**src/rtl/regwr_pkg.sv**
```systemverilog
// regwr_pkg: shared constants and helpers for the register-bank write arbiter.
//   REGWR_NREQ / REGWR_NREG / REGWR_AW / REGWR_SIZE : default parameter values
//   onehot_idx(idx) : index -> one-hot vector (ONEHOT_W bits, zero if idx too big)
package regwr_pkg;

  localparam int REGWR_NREQ = 4;
  localparam int REGWR_NREG = 8;
  localparam int REGWR_AW   = 3;
  localparam int REGWR_SIZE = 16;

  // Widest one-hot vector the helper produces; callers slice the low bits.
  localparam int ONEHOT_W = 32;

  function automatic logic [ONEHOT_W-1:0] onehot_idx(input int unsigned idx);
    // Shifting past the vector width yields all-zero, which callers rely on.
    onehot_idx = ONEHOT_W'(1) << idx;
  endfunction

endpackage

```
**src/rtl/regwr_arbiter_if.sv**
```systemverilog
// regwr_arbiter_if: request/grant bus between write requesters and the arbiter.
//   req       : per-requester write request (level)
//   addr      : packed target addresses, requester i at [i*AW +: AW]
//   wdata     : packed write data, requester i at [i*SIZE +: SIZE]
//   gnt       : one-hot grant (registered)
//   reg_en    : one-hot write enable to the register bank (registered)
//   reg_wdata : write data to the register bank (registered)
//   busy      : an eligible request lost arbitration in the previous cycle
// Handshake: a requester holds req/addr/wdata stable until it sees its gnt
// bit high; the write completes on the edge where gnt is sampled high. A req
// still high in the cycle after gnt falls is a new request.
// Modports: master = requester side, slave = arbiter side.
interface regwr_arbiter_if
  import regwr_pkg::*;
#(
  parameter int NREQ = REGWR_NREQ,
  parameter int NREG = REGWR_NREG,
  parameter int AW   = REGWR_AW,
  parameter int SIZE = REGWR_SIZE
);
  logic [NREQ-1:0]      req;
  logic [NREQ*AW-1:0]   addr;
  logic [NREQ*SIZE-1:0] wdata;
  logic [NREQ-1:0]      gnt;
  logic [NREG-1:0]      reg_en;
  logic [SIZE-1:0]      reg_wdata;
  logic                 busy;

  modport master (output req, addr, wdata, input gnt, reg_en, reg_wdata, busy);
  modport slave  (input req, addr, wdata, output gnt, reg_en, reg_wdata, busy);
endinterface

```
**src/rtl/rr_pick.sv**
```systemverilog
// rr_pick: combinational round-robin picker.
//   elig_i  : eligible vector
//   last_i  : index of the most recent winner; the search starts at last_i+1
//   valid_o : some bit of elig_i is set
//   idx_o   : first eligible index at or after last_i+1, wrapping modulo N
module rr_pick #(
  parameter int N  = 4,
  parameter int IW = 2
) (
  input  logic [N-1:0]  elig_i,
  input  logic [IW-1:0] last_i,
  output logic          valid_o,
  output logic [IW-1:0] idx_o
);

  always_comb begin
    valid_o = 1'b0;
    idx_o   = '0;
    // k = N revisits last_i itself, so a lone eligible last winner still wins.
    for (int k = 1; k <= N; k++) begin
      if (!valid_o && elig_i[(int'(last_i) + k) % N]) begin
        valid_o = 1'b1;
        idx_o   = IW'((int'(last_i) + k) % N);
      end
    end
  end

endmodule

```
**src/rtl/regwr_arbiter.sv**
```systemverilog
// regwr_arbiter: round-robin arbiter for the single write port of the
// register bank. Grants at most one request per cycle; a requester granted
// this cycle is masked next cycle. All bus outputs are registered.
//   clk   : rising-edge clock
//   rst_n : asynchronous active-low reset
//   bus   : regwr_arbiter_if.slave (req/addr/wdata in, gnt/reg_en/reg_wdata/busy out)
// Build option: REGWR_ZERO_REG_EN -- register 0 is hardwired zero; writes to
// address 0 are still granted but reg_en[0] never asserts.
module regwr_arbiter
  import regwr_pkg::*;
#(
  parameter int NREQ = REGWR_NREQ,
  parameter int NREG = REGWR_NREG,
  parameter int AW   = REGWR_AW,
  parameter int SIZE = REGWR_SIZE
) (
  input logic            clk,
  input logic            rst_n,
  regwr_arbiter_if.slave bus
);

  localparam int IW = (NREQ > 1) ? $clog2(NREQ) : 1;

  logic [NREQ-1:0]     gnt_q, gnt_d;
  logic [NREG-1:0]     en_q, en_d;
  logic [SIZE-1:0]     wd_q, wd_d;
  logic                busy_q, busy_d;
  logic [IW-1:0]       last_q, last_d;

  logic [NREQ-1:0]     elig;
  logic                win_valid;
  logic [IW-1:0]       win_idx;
  logic [AW-1:0]       win_addr;
  logic [ONEHOT_W-1:0] gnt_oh;
  logic [ONEHOT_W-1:0] en_oh;

  // A requester holding gnt this cycle has just been served.
  assign elig = bus.req & ~gnt_q;

  rr_pick #(.N(NREQ), .IW(IW)) u_pick (
    .elig_i  (elig),
    .last_i  (last_q),
    .valid_o (win_valid),
    .idx_o   (win_idx)
  );

  always_comb begin
    win_addr = bus.addr[int'(win_idx)*AW +: AW];
    gnt_oh   = onehot_idx(int'(win_idx));
    en_oh    = onehot_idx(int'(win_addr));
    gnt_d    = '0;
    en_d     = '0;
    wd_d     = '0;
    last_d   = last_q;
    busy_d   = $countones(elig) > 1;
    if (win_valid) begin
      gnt_d  = gnt_oh[NREQ-1:0];
      wd_d   = bus.wdata[int'(win_idx)*SIZE +: SIZE];
      last_d = win_idx;
      // Out-of-range addresses are granted but the write is dropped.
      if (int'(win_addr) < NREG) en_d = en_oh[NREG-1:0];
`ifdef REGWR_ZERO_REG_EN
      en_d[0] = 1'b0;
`endif
    end
  end

  always_ff @(posedge clk or negedge rst_n) begin
    if (!rst_n) begin
      gnt_q  <= '0;
      en_q   <= '0;
      wd_q   <= '0;
      busy_q <= 1'b0;
      last_q <= IW'(NREQ - 1);  // requester 0 gets first priority
    end else begin
      gnt_q  <= gnt_d;
      en_q   <= en_d;
      wd_q   <= wd_d;
      busy_q <= busy_d;
      last_q <= last_d;
    end
  end

  assign bus.gnt       = gnt_q;
  assign bus.reg_en    = en_q;
  assign bus.reg_wdata = wd_q;
  assign bus.busy      = busy_q;

endmodule

```
**src/flat_wrapper.sv**
```systemverilog
// flat-port wrapper written by rule: the top's interface ports become plain ports
module regwr_arbiter_flat import regwr_pkg::*;
#(
  parameter int NREQ = REGWR_NREQ,
  parameter int NREG = REGWR_NREG,
  parameter int AW   = REGWR_AW,
  parameter int SIZE = REGWR_SIZE
)
  (clk, rst_n, bus_req, bus_addr, bus_wdata, bus_gnt, bus_reg_en, bus_reg_wdata, bus_busy);
  regwr_arbiter_if #(.NREQ(NREQ), .NREG(NREG), .AW(AW), .SIZE(SIZE)) bus_i ();
  input logic clk;
  input logic rst_n;
  input wire logic [$bits(bus_i.req)-1:0] bus_req;
  input wire logic [$bits(bus_i.addr)-1:0] bus_addr;
  input wire logic [$bits(bus_i.wdata)-1:0] bus_wdata;
  output wire logic [$bits(bus_i.gnt)-1:0] bus_gnt;
  output wire logic [$bits(bus_i.reg_en)-1:0] bus_reg_en;
  output wire logic [$bits(bus_i.reg_wdata)-1:0] bus_reg_wdata;
  output wire logic [$bits(bus_i.busy)-1:0] bus_busy;
  assign bus_i.req = bus_req;
  assign bus_i.addr = bus_addr;
  assign bus_i.wdata = bus_wdata;
  assign bus_gnt = bus_i.gnt;
  assign bus_reg_en = bus_i.reg_en;
  assign bus_reg_wdata = bus_i.reg_wdata;
  assign bus_busy = bus_i.busy;
  regwr_arbiter #(.NREQ(NREQ), .NREG(NREG), .AW(AW), .SIZE(SIZE)) u_core (.clk(clk), .rst_n(rst_n), .bus(bus_i));
endmodule
```
**config.mk**
```make
export PLATFORM = sky130hd
export DESIGN_NAME = regwr_arbiter_flat
export DESIGN_NICKNAME = d
export VERILOG_FILES = /design/src/rtl/regwr_pkg.sv /design/src/rtl/regwr_arbiter_if.sv /design/src/rtl/rr_pick.sv /design/src/rtl/regwr_arbiter.sv /design/src/flat_wrapper.sv
export SDC_FILE = /design/constraint.sdc
export NUM_CORES = 1
export LEC_CHECK = 0
export CAP_MARGIN = 30
export CORE_ASPECT_RATIO = 0.8
export CORE_MARGIN = 8
export CORE_UTILIZATION = 46
export CTS_CLUSTER_DIAMETER = 40
export DETAILED_ROUTE_END_ITERATION = 8
export DONT_BUFFER_PORTS = 1
export HOLD_SLACK_MARGIN = 0.05
export PLACE_DENSITY = 0.58
export SYNTH_ARGS = -nofsm -noshare
export SYNTH_HDL_FRONTEND = slang
export SYNTH_SLANG_ARGS = --single-unit
export TNS_END_PERCENT = 30
```
**constraint.sdc**
```tcl
create_clock -name clk -period 2.14 [get_ports clk]
set_input_delay 0.428 -clock clk [delete_from_list [all_inputs] [get_ports clk]]
set_output_delay 0.428 -clock clk [all_outputs]
set_load 0.1 [all_outputs]
```
==> impl_metrics.tcl <==
set metrics [dict create \
    cts_tree "done" \
    crit_buf_inv 0 \
    arrival_ns 2.19 \
    grt_max_degree 32 \
    r2r_end "u_core.bus.reg_en[5]$_DFF_PN0_" \
    outcome "finished, final reports clean" \
    fmax_mhz 490 \
    routedWlPerCell_um 19.6 \
    drv_cap 0 \
    cts_sinks 31 \
    io_pins 111 \
    min_to "u_core.bus.reg_wdata[7]$_DFF_PN0_" \
    synth_area_um2 1770 \
    drt-pass1-iter-count 4 \
    clk_latency_ns 0.28 \
    critPathSlowestCell "mux4_2" \
    die_y_um 71.5 \
    initial_core_util_pct 47.1 \
    crit_path_end_kind "register" \
    clock-root-buffer "clkbuf_8" \
    period_minus_slack_ns 2.04 \
    utilization_pct 57.9 \
    drc_errors 0 \
    syn_area_per_cell_um2 10.2 \
    synth_most_common_cell "nand2_1" \
    core_um2 3750 \
    grt.total_usage_pct 16.5 \
    ys_warn_count 0 \
    async_flop_share_pct 100 \
    synthFlopType "dfrtp_1" \
    synth_seq_cells 31 \
    slew_headroom_pct 79.0 \
    worstPathRequired_ns 2.29 \
    finClkSkew_ns 0.00545 \
    wl_met3_um 462 \
    worst_pin_slew_ns 0.306 \
    reg2reg_depth 6 \
    met1_length_mm 1.91 \
    vias 1424 \
    wl_met2_mm 2.49 \
    drt-initial-drc-count 38 \
    syn_nets 257 \
    r2r-start "u_core.bus.gnt[3]$_DFF_PN0_" \
    dr.max_layer_used "met4" \
    cp.depth 6 \
    io_buffers 0 \
    numCtsBuffers 5 \
    cp-start-kind "register" \
    routed_wl_mm 4.93 \
    hold_class "in2reg" \
    cp_slowest_stage_delay_ns 0.57 \
    grt_pass1_vias 1585 \
    fp-row-count 20 \
    synth.yosys.seq_area_share_pct 44.0 \
    antenna_left 0 \
    synth_common_cells "35 x nand2_1, 29 x dfrtp_1, 23 x nor2_1" \
    grt-ovfl-total 0 \
    dpl.hpwl_mm 3.85 \
    drive_above_1_share_pct 34.3 \
    grt_first_pass_wirelength_mm 7.98 \
    fill_cells 341 \
    reg2reg_slack_ns 0.10 \
    min_from "bus_wdata[39]" \
    viasPerCell 5.65 \
    area_delta_synth_final_pct 22.9 \
    die_width_um 85.3 \
    fp.dieArea_um2 6100 \
    final_nets 289 \
    synth.distinct_cells 34 \
    cts_max_path_buffers 2 \
    crit_fanout 4 \
    antenna_found_initial 1 \
    hold_viol_final 0 \
    critPathKind "reg2reg" \
    maxSlewViolCount 0 \
    synth.top_cell.area_share_pct 41.0 \
    path_delay_family "multiplexers" \
    synth_edf_count 0 \
    setup_viol 0 \
    htree_levels 2 \
    cts_setup_buffers 0 \
    gp_congestion 0.703 \
    crit_start "u_core.bus.gnt[3]$_DFF_PN0_" \
    crit_chain "nand2b_1, a2bb2oi_1, o221ai_2, mux4_2, nand2b_1, nor3_1" \
    post-route-period-util_pct 95.3 \
    netlist_top_cells_area "dfrtp_1 41%, a311oi_1 7.9%, nand2_1 7.4%" \
    cts.clk_slew.worst_paths_ns 0.07 \
    yosysTopAreaCell "dfrtp_1" \
    whs_path_depth 2 \
    synth_cells 174 \
    crit_path_frequent_cell "nand2b_1" \
]
==> logic make-up (layout without fill, tap and decap cells) <==
family / count (synthesis) / after routing / share of synthesized area (%)
fa+ha+maj: 1 / 1 / 1.13
compound gates: 20 / 20 / 10.2
other cells: 0 / 1 / 0
mux: 26 / 26 / 16.7
buf+inv: 11 / 44 / 4.67
simple gates: 85 / 85 / 23.3
flops: 31 / 31 / 44.0
==> worst max-delay path by stage <==
| stage | to | slack, ns |
|---|---|---|
| 2_1_floorplan | u_core.bus.busy$_DFF_PN0_ | -0.001 |
| 3_3_place_gp | u_core.bus.busy$_DFF_PN0_ | 0.07 |
| 3_5_place_dp | u_core.bus.reg_wdata[5]$_DFF_PN0_ | 0.02 |
| 4_1_cts | u_core.bus.reg_wdata[5]$_DFF_PN0_ | 0.03 |
| 5_1_grt | u_core.bus.reg_en[1]$_DFF_PN0_ | -0.004 |
| 6_report | u_core.bus.reg_en[5]$_DFF_PN0_ | 0.10 |
==> placed cells by master (no fill, tap or decap), types with 2 or more instances in the layout <==
cell / synthesis / final
nor3_1: 4 / 4
nor2_1: 23 / 22
nand2b_1: 4 / 4
buf_6: 5 / 2
dfrtp_2: 0 / 4
nand2_1: 35 / 35
dfstp_2: 2 / 2
mux2_2: 10 / 10
clkbuf_8: 0 / 7
mux2_1: 8 / 8
dfrtp_1: 29 / 25
buf_12: 0 / 2
and3_1: 4 / 4
a311oi_1: 16 / 16
mux2i_1: 7 / 7
nor2b_2: 2 / 3
buf_4: 0 / 31
==> repair_timing <==
item,in CTS,in global routing
hold buffers,2,0
gates resized for setup,0,6
endpoints found under the hold margin,31,0
setup endpoints to repair,0,22
==> metal layers <==
metal / vias up / GRT usage (%)
met5: - / 0
met1: 669 / 17.6
li1: 681 / -
met2: 66 / 29.0
met3: 8 / 6.40
met4: 0 / 5.81
==> through the flow <==
stage          TNS [ns]  std cells  hold slack (ns)  setup slack (ns)  area (um^2)
2_1_floorplan  -0.00140        174            0.132          -0.00140         1770
3_3_place_gp          0        241            0.133            0.0676         2020
3_5_place_dp          0        241            0.133            0.0230         2020
4_1_cts               0        251            0.293            0.0333         2150
5_1_grt        -0.00542        252            0.300          -0.00379         2170
6_report              0        252            0.301             0.101         2170
==> layout make-up <==
| cell class | count | area (um^2) | area share, % |
|---|---|---|---|
| multi-input combinational | 132 | 927 | 42.7 |
| antenna | 1 | 2.50 | 0.115 |
| timing repair buffer | 36 | 305 | 14.0 |
| clock buffer | 8 | 100 | 4.61 |
| sequential | 31 | 783 | 36.0 |
| tap | 44 | 55.1 | 2.53 |
==> sequential cells by signal, indices dropped and copies added, names as in the netlist <==
signal and cells:
u_core.bus.reg_wdata 16, u_core.bus.reg_en 8, u_core.bus.gnt 4, u_core.last_q 2, u_core.bus.busy 1
Power is left out: the tool's default activity adds up to more than one toggle a clock period on the data nets, which glitch-free logic cannot reach.
